$ cat src/rtl/y86_pkg.sv
// y86_pkg: shared Y86-64 status codes, icodes, register IDs and write-back state type
package y86_pkg;

    localparam logic [2:0] STAT_BUB = 3'd0;
    localparam logic [2:0] STAT_AOK = 3'd1;
    localparam logic [2:0] STAT_HLT = 3'd2;
    localparam logic [2:0] STAT_ADR = 3'd3;
    localparam logic [2:0] STAT_INS = 3'd4;

    localparam logic [3:0] I_HALT   = 4'h0;
    localparam logic [3:0] I_NOP    = 4'h1;
    localparam logic [3:0] I_RRMOVQ = 4'h2;
    localparam logic [3:0] I_IRMOVQ = 4'h3;
    localparam logic [3:0] I_RMMOVQ = 4'h4;
    localparam logic [3:0] I_MRMOVQ = 4'h5;
    localparam logic [3:0] I_OPQ    = 4'h6;
    localparam logic [3:0] I_JXX    = 4'h7;
    localparam logic [3:0] I_CALL   = 4'h8;
    localparam logic [3:0] I_RET    = 4'h9;
    localparam logic [3:0] I_PUSHQ  = 4'hA;
    localparam logic [3:0] I_POPQ   = 4'hB;

    localparam logic [3:0] RNONE    = 4'hF;
    localparam int         NUM_REGS = 15;

    typedef enum logic {RUN, STOP} state_e;

    function automatic logic is_stop_stat(input logic [2:0] stat);
        return stat == STAT_HLT || stat == STAT_ADR || stat == STAT_INS;
    endfunction

endpackage

$ cat src/rtl/regfile_2r2w.sv
// regfile_2r2w: 15-entry register file, two async read ports, two write ports with M over E
module regfile_2r2w
    import y86_pkg::*;
#(
    parameter int DATA_W = 64
) (
    input  logic              clk,
    input  logic              rst_n,
    input  logic              we_e,
    input  logic [3:0]        dst_e,
    input  logic [DATA_W-1:0] val_e,
    input  logic              we_m,
    input  logic [3:0]        dst_m,
    input  logic [DATA_W-1:0] val_m,
    input  logic [3:0]        src_a,
    input  logic [3:0]        src_b,
    output logic [DATA_W-1:0] rval_a,
    output logic [DATA_W-1:0] rval_b
);

    logic [DATA_W-1:0] regs_q [NUM_REGS];
    logic [DATA_W-1:0] regs_d [NUM_REGS];

    // M port checked first so popq %rsp leaves the loaded value
    always_comb begin
        for (int i = 0; i < NUM_REGS; i++)
            regs_d[i] = (we_m && dst_m == 4'(i)) ? val_m :
                        (we_e && dst_e == 4'(i)) ? val_e : regs_q[i];
    end

    always_ff @(posedge clk or negedge rst_n) begin
        if (!rst_n)
            for (int i = 0; i < NUM_REGS; i++) regs_q[i] <= '0;
        else
            for (int i = 0; i < NUM_REGS; i++) regs_q[i] <= regs_d[i];
    end

    assign rval_a = (src_a == RNONE) ? '0 : regs_q[src_a];
    assign rval_b = (src_b == RNONE) ? '0 : regs_q[src_b];

endmodule

$ cat src/rtl/writeback_regfile.sv
// writeback_regfile: Y86-64 write-back stage, register file, status latch and retire counter
module writeback_regfile
    import y86_pkg::*;
#(
    parameter int DATA_W = 64,
    parameter int CNT_W  = 32
) (
    input  logic              clk,
    input  logic              rst_n,
    input  logic [2:0]        W_stat,
    input  logic [3:0]        W_icode,
    input  logic [DATA_W-1:0] W_valE,
    input  logic [DATA_W-1:0] W_valM,
    input  logic [3:0]        W_dstE,
    input  logic [3:0]        W_dstM,
    input  logic              W_Cnd,
    input  logic [3:0]        d_srcA,
    input  logic [3:0]        d_srcB,
    output logic [DATA_W-1:0] d_rvalA,
    output logic [DATA_W-1:0] d_rvalB,
    output logic [2:0]        prog_stat,
    output logic              prog_halt,
    output logic [CNT_W-1:0]  retired_cnt
);

    state_e           state_q, state_d;
    logic [2:0]       stat_q, stat_d;
    logic [CNT_W-1:0] cnt_q, cnt_d;
    logic             run, aok, stop, we_e, we_m;

    // Bubbles and undefined status codes fall through as no-ops
    always_comb begin
        run     = state_q == RUN;
        aok     = run && W_stat == STAT_AOK;
        stop    = run && is_stop_stat(W_stat);
        we_e    = aok && W_dstE != RNONE && (W_icode != I_RRMOVQ || W_Cnd);
        we_m    = aok && W_dstM != RNONE;
        state_d = stop ? STOP : state_q;
        stat_d  = stop ? W_stat : stat_q;
        cnt_d   = aok ? cnt_q + CNT_W'(1) : cnt_q;
    end

    always_ff @(posedge clk or negedge rst_n) begin
        if (!rst_n) begin
            state_q <= RUN;
            stat_q  <= STAT_AOK;
            cnt_q   <= '0;
        end else begin
            state_q <= state_d;
            stat_q  <= stat_d;
            cnt_q   <= cnt_d;
        end
    end

    regfile_2r2w #(.DATA_W(DATA_W)) u_rf (
        .clk    (clk),
        .rst_n  (rst_n),
        .we_e   (we_e),
        .dst_e  (W_dstE),
        .val_e  (W_valE),
        .we_m   (we_m),
        .dst_m  (W_dstM),
        .val_m  (W_valM),
        .src_a  (d_srcA),
        .src_b  (d_srcB),
        .rval_a (d_rvalA),
        .rval_b (d_rvalB)
    );

    assign prog_stat   = stat_q;
    assign prog_halt   = state_q == STOP;
    assign retired_cnt = cnt_q;

endmodule

$ cat config.mk
export PLATFORM = sky130hd
export DESIGN_NAME = writeback_regfile
export DESIGN_NICKNAME = d
export VERILOG_FILES = /design/src/rtl/y86_pkg.sv /design/src/rtl/regfile_2r2w.sv /design/src/rtl/writeback_regfile.sv
export SDC_FILE = /design/constraint.sdc
export NUM_CORES = 2
export LEC_CHECK = 0
export BUFFER_PORTS_ARGS = -buffer_cell sky130_fd_sc_hd__clkbuf_2
export CORE_AREA = 10 10 639 327
export CTS_CLUSTER_DIAMETER = 40
export DETAILED_ROUTE_END_ITERATION = 7
export DIE_AREA = 0 0 649 337
export PLACE_DENSITY = 0.51
export SYNTH_ARGS = -nofsm -noshare
export SYNTH_HDL_FRONTEND = slang
export SYNTH_SLANG_ARGS = --single-unit
export TNS_END_PERCENT = 30
$ cat constraint.sdc
create_clock -name clk -period 5.7 [get_ports clk]
set_input_delay 1.14 -clock clk [delete_from_list [all_inputs] [get_ports clk]]
set_output_delay 1.14 -clock clk [all_outputs]
set_load 0.01 [all_outputs]
* Word level (Yosys, flattened, before mapping)
Index checks and enable logic that the tools add are counted.
** Word-level totals
- Logic and storage cells :: 154
- Flip-flop bits (word level) :: 996
** Cells by class
- Bitwise operators :: 3
- Magnitude comparators :: 2
- Mux-type cells :: 38
- Equal/unequal tests :: 37
- Reductions and logical operators :: 55
- $add $sub $neg :: 1
** Operators by type and width (number)
- 64-bit 2-to-1 mux :: 36
- 64-bit binary-select mux with 4-bit select :: 2
- 4-bit equality test (second input constant) :: 16
- 1-bit logical AND :: 35
- 32-bit by 1-bit adder with 32-bit output (second input constant) :: 1
- 4-bit by 3-bit equality test with 1-bit output (second input constant) :: 8
- 2-bit nonzero test :: 15
- 4-bit by 2-bit equality test with 1-bit output (second input constant) :: 4
- 5-bit greater-or-equal comparator (second input constant) :: 2
- 4-bit NOT with 5-bit output :: 2
- 4-bit by 1-bit equality test with 1-bit output (second input constant) :: 2
- 4-bit logical NOT :: 2
- 4-bit inequality test (second input constant) :: 2
- 3-bit by 2-bit equality test with 1-bit output (second input constant) :: 2
- 4-bit by 2-bit inequality test with 1-bit output (second input constant) :: 1
- 3-bit by 1-bit equality test with 1-bit output (second input constant) :: 1
- 3-bit equality test (second input constant) :: 1
- 1-bit logical OR :: 3
- 1-bit NOT :: 1

* Longest topological paths before layout
- Depth in word-level cells :: 7
- Mapped depth :: 9
- Depth with buffers taken out :: 5

* Modules after synthesis
From an unflattened synthesis, not the netlist that was laid out.
** Unflattened totals
- Cells, all modules :: 6116
- Area, all modules :: 61834.3 µm²
** By module, submodules not included
- regfile_2r2w :: instances 1, cells each 5959, area an instance 60132.7 µm²
- writeback_regfile :: instances 1, cells each 157, area an instance 1701.6 µm²

* Least setup slack after synthesis
Ideal clock, no wire load.
- Path type :: input to output
- Start :: input port d_srcB[0]
- End :: output port d_rvalB[44]
- Path buffers :: 4
- Setup slack :: 1.830 ns
- Data arrival time :: 2.730 ns
- Cell stages on the path :: 7
- Cell sequence :: clkbuf_1 > buf_2 > buf_4 > buf_2 > mux4_2 > mux2i_1 > a21oi_1
** Between the ends
- Word-level cells in the longest chain between the ends :: 5
** Ends and longest elaborated chain
- from (decl) :: line writeback_regfile.sv:18 : input logic [3:0] d_srcB,
- 4-bit NOT with 5-bit output (implied by the code) :: line regfile_2r2w.sv:39 : assign rval_b = (src_b == RNONE) ? '0 : regs_q[src_b];
- 64-bit binary-select mux with 4-bit select :: line regfile_2r2w.sv:39
- 64-bit 2-to-1 mux (implied by the code) (2 in a row) :: line regfile_2r2w.sv:39
- 64-bit 2-to-1 mux (*) :: line regfile_2r2w.sv:39
- to (decl) :: line writeback_regfile.sv:20 : output logic [DATA_W-1:0] d_rvalB,
Mark *: on every way between the ends. The rest lies on a longest branch, timed or not. The select of a mux whose other input is x is not followed.

* Worst setup path after layout
- Start :: input port d_srcB[0]
- End :: output port d_rvalB[58]
Same word-level chain as after synthesis.

==> results.json <==
{
  "status": "completed",
  "avgSynthCellArea_um2": 10.8,
  "skew_ns": 0.0375,
  "start_util_pct": 31.8,
  "dp_hpwl_um": 148000,
  "vias": 49600,
  "clock_sinks": 996,
  "ir_worst_vdd_mv": 0.284,
  "postCtsSetupBuffers": 0,
  "dieArea_um2": 219000,
  "synth_cell_type_count": 42,
  "cts_tree": "done",
  "place_congestion": 0.801,
  "finalMaxSlewViolations": 0,
  "tightest_slew_ns": 1.23,
  "cts_hold_buf": 0,
  "yosysMostFrequentCell": "mux2i_1",
  "leakage_nw": 37.5,
  "firstDrtPassIters": 6,
  "tns_ns": 0,
  "drt_first_iter_violations": 5778,
  "h-tree-depth": 4,
  "area_delta_synth_final_pct": 12.7,
  "ctsResizeCount": 0,
  "clk_pin_slew_ns": 0.06,
  "pre_cts_ws_ns": 0.797,
  "seq_power_share_pct": 39.9,
  "ys_ff_latch": 996,
  "multi_input_area_um2": 34200,
  "setup_slack_ns": 0.681,
  "grt_max_degree": 129,
  "async_flop_share_pct": 100,
  "layout.nets": 5982,
  "grt_pass1_wl_um": 368000,
  "post_drt_wl_per_cell_um": 29.9,
  "min_path_type": "input pin to asynchronous set/reset pin",
  "rsz0062_at_grt": "false",
  "route.met2.wl_um": 109000,
  "synth.area.top_cells": "dfrtp_1 40%, mux2i_1 19%, mux4_2 14%",
  "yosysSeqAreaShare_pct": 39.6,
  "max-slew-margin-rel_pct": 17.6,
  "grt_pass1_vias": 47400,
  "intPower_mw": 13.4,
  "synth.top_cell.area_share_pct": 39.5,
  "row_count": 116,
  "finalSetupViolCount": 0,
  "critical_path_class": "input pin to output port",
  "drcViolationCount": 0,
  "arrival_ns": 3.88,
  "postRouteAntennaNets": 0,
  "fin_crit_ns": 5.02,
  "syn_nets": 6011,
  "viasPerCell": 5.77,
  "p_switching_mw": 5.07,
  "highest_layer": "met5",
  "pwr-share-clk_pct": 50.8,
  "synth_edf_count": 0,
  "synth_ff_type": "dfrtp_1",
  "core_um2": 198000,
  "fmax_mhz": 199,
  "clock-root-buffer": "clkbuf_16",
  "power.density_nw_per_um2": 260,
  "grt_usage_pct": 22.7,
  "drive_gt1_share_pct": 19.1,
  "combPwrFrac_pct": 9.3,
  "cp-end-kind": "output port",
  "cts_buffer_depth": 4,
  "drt-met1-wl_um": 120000,
  "swShare_pct": 27.5,
  "yosysWarnings": 0,
  "cts_buffers": 142,
  "synth.cell_area_um2": 63000,
  "synthCells": 5856,
  "met3_length_um": 22600,
  "port-buffer-count": 317,
  "startpoint_type": "input pin",
  "timing.final.crit_share_pct": 88.1,
  "clk-insertion-delay-late_ns": 0.83,
  "gr-total-overflow": 0,
  "io_pins": 318,
  "die_h_um": 337,
  "antenna_found_initial": 34,
  "path_max_fanout": 39,
  "hold_viol_final": 0,
  "required_ns": 4.56,
  "seqCellArea_um2": 24900,
  "fill_cells": 19500,
  "routed_wl_um": 257000,
  "die_w_um": 649,
  "ys_top_cells_by_count": "1,216 x mux2i_1, 1,089 x a21oi_1, 995 x dfrtp_1",
  "synth_top_area_cell": "dfrtp_1",
  "cap_violations": 0
}
## final cells by class
| type | instances | share of cell area (%) |
|---|---|---|
| repair buffers | 484 | 5.19 |
| multi-input cells | 4198 | 48.2 |
| clock inverters | 81 | 1.43 |
| diodes | 13 | 0.0458 |
| clock buffers | 163 | 5.32 |
| well taps | 2655 | 4.68 |
| inverters | 5 | 0.0264 |
| flip-flops and latches | 996 | 35.1 |
## state kept, by name, indices dropped and copies added (netlist names)
register     count
prog_halt        1
u_rf.regs_q    960
retired_cnt     32
prog_stat        3
## cells by family (layout without fill, tap and decap cells)
kind of cell | Yosys count | after routing | share of synthesized area [%]
AOI/OAI and AO/OA | 1364 | 1364 | 12.4
xor gates and xnor gates | 31 | 31 | 0.431
adders and majority gates | 1 | 1 | 0.0199
buffers and inverters | 662 | 733 | 6.45
DFF | 996 | 996 | 39.6
muxes | 1600 | 1600 | 33.0
other | 0 | 13 | 0
and+or+nand+nor | 1202 | 1202 | 8.10
## layout by cell type, fill, tap and decap left out, types with 128 or more instances in the layout
master     netlist  routed
mux2i_1       1216    1216
a21oi_1       1089    1089
dfrtp_1        995     995
nor2_1         972     972
mux4_2         384     384
clkbuf_2         0     308
clkbuf_16        0     146
nor2b_1        138     136
o2bb2ai_1      129     129
a211oi_1       128     128
## power groups by stage
stage	Sequential (mW)	Combinational, mW	Clock, mW
finish	7.36	1.71	9.37
global route	7.37	1.83	9.83
CTS	7.35	1.72	9.51
detailed placement	7.48	1.72	0
global placement	7.47	1.70	0
floorplan	7.43	0.930	0
## per-stage QoR
step	instance area, um^2	util, %	hold slack [ns]	instances	power, mW
3_5_place_dp	66200	33.4	0.463	8338	9.19
4_1_cts	71000	35.8	0.463	8582	18.6
5_1_grt	71000	35.8	0.449	8589	19.0
6_report	71000	35.8	0.396	8595	18.4
2_1_floorplan	63000	-	0.499	5856	8.36
3_3_place_gp	66200	33.4	0.462	8338	9.17
## worst max-delay path, cell delays in order
cell	delay (ns)
buf_8	0.39
nor2b_4	0.53
buf_12	0.32
buf_4	0.30
o2bb2ai_1	0.14
mux2i_1	0.10
a21oi_1	0.44
buf_4	0.26
clkbuf_2	0.15
## path summary, 6_finish.rpt
| check | start | to | slack [ns] | cells past startpoint |
|---|---|---|---|---|
| hold / removal | rst_n | u_rf.regs_q[916]$_DFFE_PN0P_ | 0.40 | 1 |
| hold reg to reg | retired_cnt[31]$_DFFE_PN0P_ | retired_cnt[31]$_DFFE_PN0P_ | 0.47 | 1 |
| max in group asynchronous | rst_n | prog_stat[0]$_DFFE_PN1P_ | 3.76 | 3 |
| setup reg to reg | prog_halt$_DFFE_PN0P_ | u_rf.regs_q[102]$_DFFE_PN0P_ | 2.20 | 7 |
| setup / recovery | d_srcB[0] | d_rvalB[58] | 0.68 | 9 |
| min in group clk | retired_cnt[31]$_DFFE_PN0P_ | retired_cnt[31]$_DFFE_PN0P_ | 0.47 | 1 |
## metal layers
metal	vias up	track usage [%]
met5	-	0
met4	14	5.23
met3	360	5.14
met2	2370	33.0
met1	25400	33.9
li1	21400	-
No activity file was read; power rests on OpenSTA's default activity.
